==> src/rtl/seq_adder64_if.sv <==
// Request/result and adder-slice bundle for seq_adder64.
// The Sub signal exists only when SEQ_ADDER64_SUB_EN is defined.
interface seq_adder64_if;
   logic        Start;
   logic [63:0] A;
   logic [63:0] B;
   logic        CIn;
`ifdef SEQ_ADDER64_SUB_EN
   logic        Sub;
`endif
   logic [31:0] AddIn1;
   logic [31:0] AddIn2;
   logic        AddCI;
   logic        AddEnable;
   logic [31:0] AddOut;
   logic        AddCO;
   logic        Busy;
   logic        Done;
   logic [63:0] Sum;
   logic        COut;
   logic        Ovf;

`ifdef SEQ_ADDER64_SUB_EN
   modport master (
      output Start, A, B, CIn, Sub,
      input  AddIn1, AddIn2, AddCI, AddEnable,
      output AddOut, AddCO,
      input  Busy, Done, Sum, COut, Ovf
   );
   modport slave (
      input  Start, A, B, CIn, Sub,
      output AddIn1, AddIn2, AddCI, AddEnable,
      input  AddOut, AddCO,
      output Busy, Done, Sum, COut, Ovf
   );
`else
   modport master (
      output Start, A, B, CIn,
      input  AddIn1, AddIn2, AddCI, AddEnable,
      output AddOut, AddCO,
      input  Busy, Done, Sum, COut, Ovf
   );
   modport slave (
      input  Start, A, B, CIn,
      output AddIn1, AddIn2, AddCI, AddEnable,
      input  AddOut, AddCO,
      output Busy, Done, Sum, COut, Ovf
   );
`endif
endinterface

==> src/rtl/seq_adder64.sv <==
// Two-cycle 64-bit add sequencer driving an external 32-bit combinational adder.
// Optional subtract support is enabled by defining SEQ_ADDER64_SUB_EN.
module seq_adder64 (
   input logic          CLK,
   input logic          RST_N,
   seq_adder64_if.slave bus
);
   typedef enum logic [1:0] {IDLE, LO, HI, DONE} state_t;

   state_t      state;
   logic [63:0] a_q;
   logic [63:0] beff_q;
   logic        cin0_q;
   logic [31:0] lo_q;
   logic        carry_q;
   logic [63:0] beff_next;
   logic        cin0_next;

`ifdef SEQ_ADDER64_SUB_EN
   // Subtract is A + ~B + 1; the operand is stored already inverted.
   always_comb begin
      beff_next = bus.Sub ? ~bus.B : bus.B;
      cin0_next = bus.Sub ? 1'b1 : bus.CIn;
   end
`else
   always_comb begin
      beff_next = bus.B;
      cin0_next = bus.CIn;
   end
`endif

   always_comb begin
      bus.AddIn1    = '0;
      bus.AddIn2    = '0;
      bus.AddCI     = 1'b0;
      bus.AddEnable = 1'b0;
      case (state)
         LO: begin
            bus.AddEnable = 1'b1;
            bus.AddIn1    = a_q[31:0];
            bus.AddIn2    = beff_q[31:0];
            bus.AddCI     = cin0_q;
         end
         HI: begin
            bus.AddEnable = 1'b1;
            bus.AddIn1    = a_q[63:32];
            bus.AddIn2    = beff_q[63:32];
            bus.AddCI     = carry_q;
         end
         default: ;
      endcase
   end

   always_ff @(posedge CLK or negedge RST_N) begin
      if (!RST_N) begin
         state    <= IDLE;
         a_q      <= '0;
         beff_q   <= '0;
         cin0_q   <= 1'b0;
         lo_q     <= '0;
         carry_q  <= 1'b0;
         bus.Busy <= 1'b0;
         bus.Done <= 1'b0;
         bus.Sum  <= '0;
         bus.COut <= 1'b0;
         bus.Ovf  <= 1'b0;
      end else begin
         bus.Done <= 1'b0;
         case (state)
            IDLE: begin
               if (bus.Start) begin
                  a_q      <= bus.A;
                  beff_q   <= beff_next;
                  cin0_q   <= cin0_next;
                  bus.Busy <= 1'b1;
                  state    <= LO;
               end
            end
            LO: begin
               lo_q    <= bus.AddOut;
               carry_q <= bus.AddCO;
               state   <= HI;
            end
            HI: begin
               bus.Sum  <= {bus.AddOut, lo_q};
               bus.COut <= bus.AddCO;
               bus.Ovf  <= (a_q[63] == beff_q[63]) && (bus.AddOut[31] != a_q[63]);
               bus.Done <= 1'b1;
               state    <= DONE;
            end
            DONE: begin
               bus.Busy <= 1'b0;
               state    <= IDLE;
            end
            default: state <= IDLE;
         endcase
      end
   end
endmodule
==> src/flat_wrapper.sv <==
// flat-port wrapper written by rule: the top's interface ports become plain ports
module seq_adder64_flat 
  (CLK, RST_N, bus_Start, bus_A, bus_B, bus_CIn, bus_AddIn1, bus_AddIn2, bus_AddCI, bus_AddEnable, bus_AddOut, bus_AddCO, bus_Busy, bus_Done, bus_Sum, bus_COut, bus_Ovf);
  seq_adder64_if bus_i ();
  input logic CLK;
  input logic RST_N;
  input wire logic [$bits(bus_i.Start)-1:0] bus_Start;
  input wire logic [$bits(bus_i.A)-1:0] bus_A;
  input wire logic [$bits(bus_i.B)-1:0] bus_B;
  input wire logic [$bits(bus_i.CIn)-1:0] bus_CIn;
  output wire logic [$bits(bus_i.AddIn1)-1:0] bus_AddIn1;
  output wire logic [$bits(bus_i.AddIn2)-1:0] bus_AddIn2;
  output wire logic [$bits(bus_i.AddCI)-1:0] bus_AddCI;
  output wire logic [$bits(bus_i.AddEnable)-1:0] bus_AddEnable;
  input wire logic [$bits(bus_i.AddOut)-1:0] bus_AddOut;
  input wire logic [$bits(bus_i.AddCO)-1:0] bus_AddCO;
  output wire logic [$bits(bus_i.Busy)-1:0] bus_Busy;
  output wire logic [$bits(bus_i.Done)-1:0] bus_Done;
  output wire logic [$bits(bus_i.Sum)-1:0] bus_Sum;
  output wire logic [$bits(bus_i.COut)-1:0] bus_COut;
  output wire logic [$bits(bus_i.Ovf)-1:0] bus_Ovf;
  assign bus_i.Start = bus_Start;
  assign bus_i.A = bus_A;
  assign bus_i.B = bus_B;
  assign bus_i.CIn = bus_CIn;
  assign bus_AddIn1 = bus_i.AddIn1;
  assign bus_AddIn2 = bus_i.AddIn2;
  assign bus_AddCI = bus_i.AddCI;
  assign bus_AddEnable = bus_i.AddEnable;
  assign bus_i.AddOut = bus_AddOut;
  assign bus_i.AddCO = bus_AddCO;
  assign bus_Busy = bus_i.Busy;
  assign bus_Done = bus_i.Done;
  assign bus_Sum = bus_i.Sum;
  assign bus_COut = bus_i.COut;
  assign bus_Ovf = bus_i.Ovf;
  seq_adder64 u_core (.CLK(CLK), .RST_N(RST_N), .bus(bus_i));
endmodule
==> config.mk <==
export PLATFORM = sky130hd
export DESIGN_NAME = seq_adder64_flat
export DESIGN_NICKNAME = d
export VERILOG_FILES = /design/src/rtl/seq_adder64_if.sv /design/src/rtl/seq_adder64.sv /design/src/flat_wrapper.sv
export SDC_FILE = /design/constraint.sdc
export NUM_CORES = 1
export LEC_CHECK = 0
export CORE_UTILIZATION = 25
export DETAILED_ROUTE_END_ITERATION = 12
export PLACE_DENSITY_LB_ADDON = 0.3
export SYNTH_ARGS = -nofsm -noshare
export SYNTH_HDL_FRONTEND = slang
export SYNTH_SLANG_ARGS = --single-unit
==> constraint.sdc <==
create_clock -name CLK -period 1.9 [get_ports CLK]
set_input_delay 0.57 -clock CLK [delete_from_list [all_inputs] [get_ports CLK]]
set_output_delay 0.57 -clock CLK [all_outputs]
set_load 0.05 [all_outputs]
## Yosys cells after proc, flatten, opt, wreduce, memory -nomap -nowiden

Index checks and enable logic that the tools add are counted.

- Add/subtract/negate cells: 0
- Multiply operators: 0
- Divide/modulo/power cells: 0
- $lt $le $gt $ge: 0
- Equal/unequal tests: 6
- Shifts and indexed selects: 0
- Mux-type cells: 9
- Bitwise gates (word level): 0
- Reduce and logical (&&, ||, !) cells: 6

Operators by type and width:

| kind | number |
|---|---|
| $pmux W32 S2 | 2 |
| $pmux W2 S4 | 1 |
| $eq A2 B2 Y1 const B | 2 |
| $pmux W1 S2 | 2 |
| $reduce_and A2 Y1 | 2 |
| $mux W1 | 3 |
| $eq A2 B1 Y1 const B | 1 |
| $logic_not A2 Y1 | 1 |
| $mux W2 | 1 |
| $ne A2 B2 Y1 const B | 1 |
| $reduce_bool A2 Y1 | 1 |
| $reduce_or A2 Y1 | 1 |
| $eq A1 B1 Y1 | 1 |
| $logic_and A1 B1 Y1 | 1 |
| $ne A1 B1 Y1 | 1 |

- Flip-flop bits (word level): 232
- Bits in latches: 0
- RAM bits: 0
- Bits in read-only memories: 0
- Input port bits: 165
- Word-level logic and storage cells: 32
- Memories kept: 0

## Logic depth before layout (Yosys ltp)

Gate-level depths: netlist (run 1).

- Word-level depth: 3
- Mapped depth: 6
- Mapped depth without buffers: 4

## Worst setup path after synthesis (run 1)

Ideal clock, no wire load.

- Path type: flip-flop to output port
- Start: register u_core.state[1]
- End: output port bus_AddIn1[10]
- Arrival: 2281 ps
- Path slack: -951 ps
- Stages on the path, launching flop included: 6
- Path buffers: 2
- Cells stage by stage: dfrtp_1 -> inv_1 -> ha_1 -> clkbuf_1 -> clkbuf_1 -> nor2b_1

- Cells in the longest elaborated chain, start to end: 2
- Elaborated cells on any way between the ends: 3
- Those cells by class: eq/ne (2); mux (1)

RTL lines:

| item | RTL line | RTL |
|---|---|---|
| from (decl) | seq_adder64.sv:10 | `state_t state;` |
| from (signal assigned) | seq_adder64.sv:56 | `state <= IDLE;` |
| from (signal assigned) | seq_adder64.sv:76 | `state <= LO;` |
| from (signal assigned) | seq_adder64.sv:82 | `state <= HI;` |
| $eq A2 B2 Y1 / $eq A2 B1 Y1 (equally long branches) | seq_adder64.sv:37 | `case (state)` |
| $pmux W32 S2 (*) | seq_adder64.sv:37 |  |
| to (decl) | flat_wrapper.sv:11 | `output wire logic [$bits(bus_i.AddIn1)-1:0] bus_AddIn1;` |

Mark *: on every way between the ends. The rest lies on a longest branch, timed or not.

## Worst setup path after layout (run 1)

- Start: register u_core.state[1]
- End: output port bus_AddIn2[12]

- Cells in the longest elaborated chain, start to end: 2
- Elaborated cells on any way between the ends: 3
- Those cells by class: eq/ne (2); mux (1)

RTL lines:

| item | RTL line | RTL |
|---|---|---|
| $eq A2 B2 Y1 / $eq A2 B1 Y1 (equally long branches) | seq_adder64.sv:37 |  |
| $pmux W32 S2 (*) | seq_adder64.sv:37 |  |
| to (decl) | flat_wrapper.sv:12 | `output wire logic [$bits(bus_i.AddIn2)-1:0] bus_AddIn2;` |

Marked as above.

==> flow_metrics.py, run 1 <==
metrics = {
    "finish": {
        "nets": 1177,
        "stdcell_area_um2": 16700,
        "final_cell_mix": "dfrtp_1, clkdlybuf4s50_1, mux2_2",
        "synthToLayoutAreaGrowth_pct": 64.0,
        "layout.cells.non_filler": 1552,
        "layout-drive-gt1-share_pct": 59.6,
        "diodes": 0,
        "final_common_cell": "dfrtp_1",
    },
    "drt": {
        "wl_per_cell_um": 18.5,
        "via_per_inst": 4.26,
        "vias": 6610,
        "drt_iter0_markers": 158,
        "dr.pass1.iters": 4,
        "drc": 0,
        "ant_nets": 0,
        "wl_mm": 28.8,
    },
    "critical_path": {
        "r2r_start": "u_core.state[1]",
        "crit_chain": "inv_2 > ha_4 > buf_12 > nor2b_2 > buf_12",
        "slowest_stage": "dfrtp_1",
        "required_ns": 1.33,
        "cp-start-kind": "flop",
        "crit_family": "buffers and inverters",
        "r2r-end": "u_core.lo_q[0]",
        "cp_slowest_stage_delay_ns": 0.41,
        "arrival_ns": 1.96,
        "critPathKind": "flop to primary output",
        "end_kind": "primary output",
        "crit_fanout": 30,
        "r2r_cells": 7,
        "critPathBufInv": 3,
        "reg2reg_slack_ns": 0.11,
        "crit_path_frequent_cell": "buf_12",
    },
    "die": {
        "rows": 73,
        "die_x_um": 204,
        "dieArea_um2": 41700,
        "initial_core_util_pct": 25.5,
        "top_level_ports": 299,
        "dieHeight_um": 204,
        "core_area_um2": 40000,
    },
    "hold_path": {
        "holdPathStages": 1,
        "hp-class": "flop to flop",
        "min_from": "u_core.lo_q[7]",
        "whs_endpoint": "u_core.bus.Sum[7]",
    },
    "logic_synthesis": {
        "avgSynthCellArea_um2": 15.6,
        "ys_top_cells_by_area": "dfrtp_1, mux2_4, mux2_2, a22oi_1, nor2b_1",
        "yosysSeqAreaShare_pct": 56.8,
        "synth_area_leader_cell": "dfrtp_1",
        "synth_seq_cells": 232,
        "mappedNetlistArea_um2": 10200,
        "syn-num-nets": 825,
        "yosysWarnings": 0,
        "synth_top_area_share_pct": 56.8,
        "synthCells": 654,
        "synthDistinctLibCells": 22,
    },
    "pwr": {
        "leakagePower_nw": 7.28,
        "p_seq_share_pct": 24.4,
        "power_frac_comb_pct": 61.0,
        "p_clk_share_pct": 14.6,
        "p_int_mw": 22.6,
        "switchingPower_mw": 15.0,
        "powerDensity_nw_per_um2": 2250,
        "ir_drop_v": 0.00120,
        "switching_share_pct": 39.8,
    },
    "clock_tree": {
        "cts_tree": "built",
        "clock_sinks": 232,
        "path_clk_slew_ns": 0.06,
        "htreeDepth": 1,
        "cts_buffer_depth": 3,
        "cts_root_buf": "clkbuf_16",
        "cts_buffers": 28,
        "clock_latency_ns": 0.55,
    },
    "flow_run": {
        "maxCapViolations": 0,
    },
    "sta": {
        "tightest_slew_ns": 0.536,
        "max_slew_margin_pct": 64.3,
        "fmax_mhz": 395,
        "slew_viol_final": 0,
        "hold_viol_final": 0,
        "min_period_over_period_pct": 133,
        "rsz0062_at_grt": "true",
        "finClkSkew_ns": 0.0155,
        "setup_viol": 66,
        "setup_slack_ns": -0.634,
        "layout_min_cycle_time_ns": 2.53,
    },
    "global_route": {
        "grt_pass1_vias": 7124,
        "grt.total_usage_pct": 13.3,
        "grt_overflow_total": 0,
        "grt_max_degree": 58,
        "grt_pass1_wl_mm": 43.1,
        "antenna_found_initial": 0,
    },
    "placed_design": {
        "place_inst": 1476,
        "hpwl_mm": 18.9,
        "routabilityCongestion": 0.739,
        "portBuffers": 298,
        "placed_cell_area_um2": 15000,
    },
    "run_status": {
        "violations": "setup timing",
        "status": "finished with violations",
    },
}
## power by group through the flow
| stage | logic, mW | registers, mW | clock network (mW) |
|---|---|---|---|
| 2_1_floorplan | 11.8 | 11.2 | 0 |
| 3_3_place_gp | 21.4 | 8.90 | 0 |
| 3_5_place_dp | 21.5 | 8.98 | 0 |
| 4_1_cts | 22.1 | 8.97 | 5.71 |
| 5_1_grt | 24.0 | 9.50 | 5.90 |
| 6_report | 22.9 | 9.18 | 5.49 |
## metal layers
layer	vias to the layer above	track usage [%]	wire length [um]
li1	3042	-	-
met1	3354	16.8	12200
met2	175	22.4	14200
met3	39	3.30	1790
met4	0	3.89	559
met5	-	0	0
## final cells by class
class | count | area (um^2)
Inverter | 2 | 7.51
Fill cell | 3653 | 23300
Clock inverter | 5 | 75.1
Clock buffer | 46 | 880
Timing Repair Buffer | 368 | 4480
Multi-Input combinational cell | 374 | 4840
Tap cell | 525 | 657
Sequential cell | 232 | 5810
## how the worst max path moves through the flow
stage,start,end,slack (ns),cells past startpoint
floorplan,u_core.state[1],bus_AddIn2[11],-0.15,4
global placement,bus_Start,u_core.a_q[4],-0.17,4
detailed placement,bus_Start,u_core.a_q[6],-0.18,4
CTS,u_core.state[1],bus_AddIn2[19],-0.73,6
global route,u_core.state[1],bus_AddIn2[12],-0.73,7
finish,u_core.state[1],bus_AddIn2[12],-0.63,5
## cell families after synthesis
group / Yosys count / share of synthesized area [%]
and+or+nand+nor: 71 / 4.35
muxes: 229 / 28.9
DFF: 232 / 56.8
AOI/OAI and AO/OA: 68 / 4.97
adders and majority gates: 6 / 0.735
buffers and inverters: 48 / 4.16
## repair_timing
item | CTS | global route
cloned | 2 | 7
resized for setup | 10 | 72
hold buffers | 1 | 0
pin swaps | 1 | 49
buffers inserted | 5 | 13
hold endpoints to repair | 30 | 0
setup endpoints to repair | 66 | 66
## cells in the mapped netlist (all sizes together)
library cell	count
a21oi	1
a22oi	65
a31oi	1
and2b	1
buf	35
clkbuf	11
dfrtp	232
ha	6
inv	2
mux2	228
mux2i	1
nand2	1
nand3b	1
nor2	2
nor2b	65
o2bb2ai	1
or3b	1
## state kept, by name, summed over array words and instances (netlist names)
name,cells
u_core.a_q,64
u_core.beff_q,64
u_core.bus.Busy,1
u_core.bus.COut,1
u_core.bus.Done,1
u_core.bus.Ovf,1
u_core.bus.Sum,64
u_core.carry_q,1
u_core.cin0_q,1
u_core.lo_q,32
u_core.state,2
## through the flow
step	total power [mW]	util, %	hold WS [ns]	setup WS [ns]	TNS [ns]
3_5_place_dp	30.5	37.6	0.490	-0.182	-25.19
2_1_floorplan	23.0	-	0.274	-0.155	-7.71
6_report	37.6	41.9	0.501	-0.634	-39.78
5_1_grt	39.4	41.9	0.509	-0.733	-45.99
4_1_cts	36.7	40.4	0.501	-0.732	-45.70
3_3_place_gp	30.3	37.6	0.480	-0.172	-24.70
No activity file was read; power rests on OpenSTA's default activity.
==> run 2, diff against run 1 <==
Settings changed: SKIP_LAST_GASP from default to 1.
==> run 2 against run 1 <==
Net effect:
- the flow still finishes with violations (setup timing)
- clock skew hardly changed
- highest routed layer unchanged
- largest cell class unchanged
- cell count stayed put
- critical path type unchanged
- hold slack better by 0.00064 ns
- clock power hardly changed
- combinational power hardly changed
==> flow_metrics.py, run 2 (synthesis gave the netlist of run 1 again) <==
metrics = {
    "finish": {
        "regArea_um2": 5810,
        "multi_input_area_um2": 4840,
        "final_common_cell": "dfrtp_1",
        "layout-drive-gt1-share_pct": 59.6,
        "synthToLayoutAreaGrowth_pct": 63.8,
        "final_util_pct": 41.8,
        "diodes": 0,
        "final_cell_mix": "dfrtp_1, clkdlybuf4s50_1, mux2_2",
        "reg_top3": "u_core.a_q x64, u_core.beff_q x64, u_core.bus.Sum x64",
        "nets": 1177,
        "fillers": 3656,
        "layout.cells.non_filler": 1552,
    },
    "flow_run": {
        "maxCapViolations": 0,
    },
    "critical_path": {
        "reg2reg_slack_ns": -0.05,
        "cp-start-kind": "flop",
        "crit_path_frequent_cell": "buf_12",
        "slowest_stage": "dfrtp_1",
        "required_ns": 1.33,
        "crit_fanout": 30,
        "critPathKind": "flop to primary output",
        "end_kind": "primary output",
        "arrival_ns": 1.96,
        "crit_chain": "inv_2 > ha_4 > buf_12 > nor2b_2 > buf_12",
        "r2r_cells": 7,
        "cp_slowest_stage_delay_ns": 0.41,
    },
    "pwr": {
        "powerDensity_nw_per_um2": 2250,
        "ir_drop_v": 0.00120,
        "leakagePower_nw": 7.28,
        "total_power_mw": 37.6,
    },
    "run_status": {
        "status": "finished with violations",
        "violations": "setup timing",
    },
    "drt": {
        "via_per_inst": 4.26,
        "met1Wirelength_mm": 12.3,
        "wl_met3_mm": 1.76,
        "dr.pass1.iters": 4,
        "ant_nets": 0,
        "drc": 0,
        "vias": 6614,
        "wl_met2_mm": 14.2,
        "wl_per_cell_um": 18.5,
        "routed.top_layer": "met4",
        "wl_mm": 28.8,
        "drt_iter0_markers": 157,
    },
    "global_route": {
        "grt.total_usage_pct": 13.3,
        "grt_overflow_total": 0,
        "grt_max_degree": 58,
        "antenna_found_initial": 0,
        "grt_pass1_wl_mm": 43.1,
        "grt_pass1_vias": 7124,
    },
    "sta": {
        "rsz0062_at_grt": "true",
        "finClkSkew_ns": 0.0153,
        "setup_viol": 91,
        "min_period_over_period_pct": 133,
        "setup_slack_ns": -0.634,
        "holdWs_ns": 0.501,
        "slew_viol_final": 0,
        "tightest_slew_ns": 0.535,
        "hold_viol_final": 0,
        "fmax_mhz": 395,
        "max_slew_margin_pct": 64.3,
        "layout_min_cycle_time_ns": 2.53,
    },
    "hold_path": {
        "holdPathStages": 1,
        "hp-class": "flop to flop",
    },
    "clock_tree": {
        "cts_buffer_depth": 3,
        "clock_latency_ns": 0.55,
        "htreeDepth": 1,
        "path_clk_slew_ns": 0.06,
        "clock_sinks": 232,
        "cts_tree": "built",
        "cts_buffers": 28,
        "cts_root_buf": "clkbuf_16",
    },
    "die": {
        "initial_core_util_pct": 25.5,
        "core_area_um2": 40000,
        "dieHeight_um": 204,
        "rows": 73,
        "top_level_ports": 299,
        "die_x_um": 204,
        "dieArea_um2": 41700,
    },
    "placed_design": {
        "place_inst": 1476,
        "portBuffers": 298,
        "routabilityCongestion": 0.739,
        "hpwl_mm": 18.9,
    },
}
==> run 2: changes by cell type in the layout (fill, tap and decap cells not counted) <==
cell    before  now
buf_6        6    5
buf_4       97   99
buf_12      93   92
==> run 2: where the power goes <==
group	total (mW)	switching [mW]	internal (mW)
combinational	22.9	11.3	11.6
sequential	9.18	1.63	7.55
clock	5.48	2.08	3.40
total	37.6	15.0	22.6
==> run 2: metal layers <==
metal  GRT usage, %  vias up
li1               -     3039
met1           16.8     3364
met2           22.4      172
met3           3.30       39
met4           3.89        0
met5              0        -
==> run 2: area by class of cell <==
type	count	share of cell area [%]
clock buffers	46	5.26
clock inverters	5	0.449
inverters	2	0.0449
multi-input cells	374	28.9
flip-flops and latches	232	34.7
well taps	525	3.93
repair buffers	368	26.7
==> run 2: what timing repair did <==
item                                    in CTS  in global routing
cloned                                       2                  7
hold buffers                                 1                  0
pin swaps                                    1                 49
buffers inserted                             5                 13
resized for setup                           10                 68
endpoints found under the setup margin      66                 66
endpoints found under the hold margin       30                  0
==> run 2: worst max-delay path: cells and delay by family, from the launching register on <==
kind / cells / cell delay, ns
buffers and inverters: 3 / 0.45
DFF: 1 / 0.41
adders and majority gates: 1 / 0.32
and+or+nand+nor: 1 / 0.22
==> run 2: metrics by stage <==
stage                     setup TNS [ns]  cell area (um^2)  setup WS (ns)
after floorplan                    -7.71             10800         -0.155
after global placement            -24.70             15000         -0.172
after detailed placement          -25.19             15000         -0.182
after CTS                         -45.70             16200         -0.732
after global routing              -49.39             16700         -0.733
final                             -40.82             16700         -0.634
==> run 2: path summary, 6_finish.rpt <==
| path | startpoint | endpoint |
|---|---|---|
| worst min-delay path | u_core.lo_q[20] | u_core.bus.Sum[20] |
| worst max-delay path | u_core.state[1] | bus_AddIn2[12] |
| max in group asynchronous | RST_N | u_core.bus.Sum[49] |
| worst max register to register | u_core.state[1] | u_core.lo_q[0] |
| worst min register to register | u_core.lo_q[20] | u_core.bus.Sum[20] |
| min in group asynchronous | RST_N | u_core.bus.Sum[39] |
==> run 3, diff against run 2 <==
==> constraint.sdc (replaced) <==
create_clock -name CLK -period 1.9 [get_ports CLK]
set_input_delay 0.19 -clock CLK [delete_from_list [all_inputs] [get_ports CLK]]
set_output_delay 0.19 -clock CLK [all_outputs]
set_load 0.05 [all_outputs]
==> run 3 against run 2 <==
Net effect:
- the flow still finishes with violations (setup timing)
- worst setup slack better by 0.31 ns
- critical path depth is 2 higher
- via count is 1.8% higher
- register-to-register slack better by 0.16 ns
- cell count is 0.19% lower
- critical endpoint is now bus_AddIn2[14]
==> flow_metrics.py, run 3 (synthesis gave the netlist of run 1 again) <==
metrics = {
    "finish": {
        "final_common_cell": "dfrtp_1",
        "final_util_pct": 42.1,
        "multi_input_area_um2": 4740,
        "stdcell_area_um2": 16900,
        "layout-drive-gt1-share_pct": 53.1,
        "synthToLayoutAreaGrowth_pct": 65.1,
        "layout.cells.non_filler": 1549,
        "fillers": 3649,
        "reg_top3": "u_core.a_q x64, u_core.beff_q x64, u_core.bus.Sum x64",
        "final_cell_mix": "dfrtp_1, clkdlybuf4s50_1, mux2_2",
        "regArea_um2": 5810,
        "nets": 1173,
    },
    "sta": {
        "rsz0062_at_grt": "true",
        "hold_viol_final": 0,
        "setup_viol": 65,
        "slew_viol_final": 0,
        "layout_min_cycle_time_ns": 2.22,
        "holdWs_ns": 0.170,
        "fmax_mhz": 451,
        "finClkSkew_ns": 0.00408,
        "tightest_slew_ns": 0.567,
        "setup_slack_ns": -0.319,
        "max_slew_margin_pct": 62.3,
        "fin_tns_setup_ns": -17.90,
        "min_period_over_period_pct": 117,
    },
    "clock_tree": {
        "cts_tree": "built",
        "cts_buffer_depth": 3,
        "clock_sinks": 232,
        "path_clk_slew_ns": 0.06,
        "clock_latency_ns": 0.54,
        "cts_buffers": 29,
        "cts_root_buf": "clkbuf_16",
        "htreeDepth": 1,
    },
    "die": {
        "rows": 73,
        "top_level_ports": 299,
        "initial_core_util_pct": 25.5,
        "core_area_um2": 40000,
        "die_x_um": 204,
        "dieHeight_um": 204,
        "dieArea_um2": 41700,
    },
    "drt": {
        "wl_mm": 30.4,
        "drc": 0,
        "vias": 6733,
        "via_per_inst": 4.35,
        "ant_nets": 0,
        "drt_iter0_markers": 261,
        "dr.pass1.iters": 4,
        "wl_per_cell_um": 19.7,
    },
    "critical_path": {
        "cp-start-kind": "flop",
        "arrival_ns": 2.03,
        "crit_chain": "buf_4 > ha_4 > buf_12 > buf_16 > a22oi_1 > nor2b_2 > buf_12",
        "reg2reg_slack_ns": 0.11,
        "crit_path_frequent_cell": "buf_12",
        "crit_fanout": 10,
        "end_kind": "primary output",
        "required_ns": 1.71,
        "critPathKind": "flop to primary output",
        "slowest_stage": "dfrtp_1",
        "cp_slowest_stage_delay_ns": 0.39,
    },
    "global_route": {
        "grt_pass1_vias": 7540,
        "grt.total_usage_pct": 14.7,
        "antenna_found_initial": 1,
        "grt_max_degree": 56,
        "grt_overflow_total": 0,
        "grt_pass1_wl_mm": 46.6,
    },
    "pwr": {
        "leakagePower_nw": 7.29,
        "powerDensity_nw_per_um2": 2250,
        "total_power_mw": 38.0,
        "ir_drop_v": 0.00123,
    },
    "placed_design": {
        "routabilityCongestion": 0.708,
        "placed_cell_area_um2": 14900,
        "portBuffers": 298,
        "hpwl_mm": 18.8,
        "place_inst": 1461,
        "dp_slack_ns": 0.122,
    },
    "hold_path": {
        "hp-class": "primary input to async pin",
    },
    "run_status": {
        "status": "finished with violations",
        "violations": "setup timing",
    },
    "flow_run": {
        "maxCapViolations": 0,
    },
}
==> run 3: worst max-delay path, delay by kind of cell, from the launching register on <==
kind,cells,cell delay (ns)
adder cells (fa/ha/maj),1,0.19
AND/OR/NAND/NOR,1,0.08
AO/OA/AOI/OAI,1,0.19
buffers and inverters,4,0.63
flip-flops,1,0.39
==> run 3: power breakdown <==
group	leakage [nW]	internal, mW	switching [mW]	total (mW)
Combinational	4.06	11.7	11.5	23.1
Clock	0.500	3.62	2.14	5.76
Sequential	2.73	7.55	1.58	9.12
Total	7.29	22.8	15.2	38.0
==> run 3: layout make-up <==
cell class | instances | area share (%)
Sequential cell | 232 | 34.4
Multi-Input combinational cell | 374 | 28.1
Timing Repair Buffer | 363 | 27.6
Clock buffer | 41 | 5.05
Tap cell | 525 | 3.90
Clock inverter | 10 | 0.890
Inverter | 2 | 0.0445
Antenna cell | 2 | 0.0297
==> run 3: timing repair <==
item,CTS,global route
gates cloned,13,1
setup buffers,16,4
resized for setup,152,5
endpoints found under the hold margin,58,0
hold buffers,1,0
endpoints found under the setup margin,133,66
pin swaps,45,11
==> run 3: path summary, 6_finish.rpt <==
| path | start | endpoint | cells after the start |
|---|---|---|---|
| worst max-delay path | u_core.state[0] | bus_AddIn2[14] | 7 |
| worst min-delay path | RST_N | u_core.bus.Sum[38] | 2 |
| worst max register to register | u_core.state[1] | u_core.lo_q[29] | 7 |
| worst min register to register | u_core.lo_q[28] | u_core.bus.Sum[28] | 1 |
| max in group asynchronous | RST_N | u_core.bus.Sum[61] | 3 |
| min in group CLK | bus_A[14] | u_core.a_q[14] | 2 |
==> run 3: per-layer routing <==
metal	wire length, um	up-vias	part of all wire (%)	track usage [%]
li1	-	3060	-	-
met1	13300	3437	44	19.5
met2	14200	191	47	23.0
met3	2280	45	7.5	4.62
met4	623	0	2.0	3.92
met5	0	-	0	0
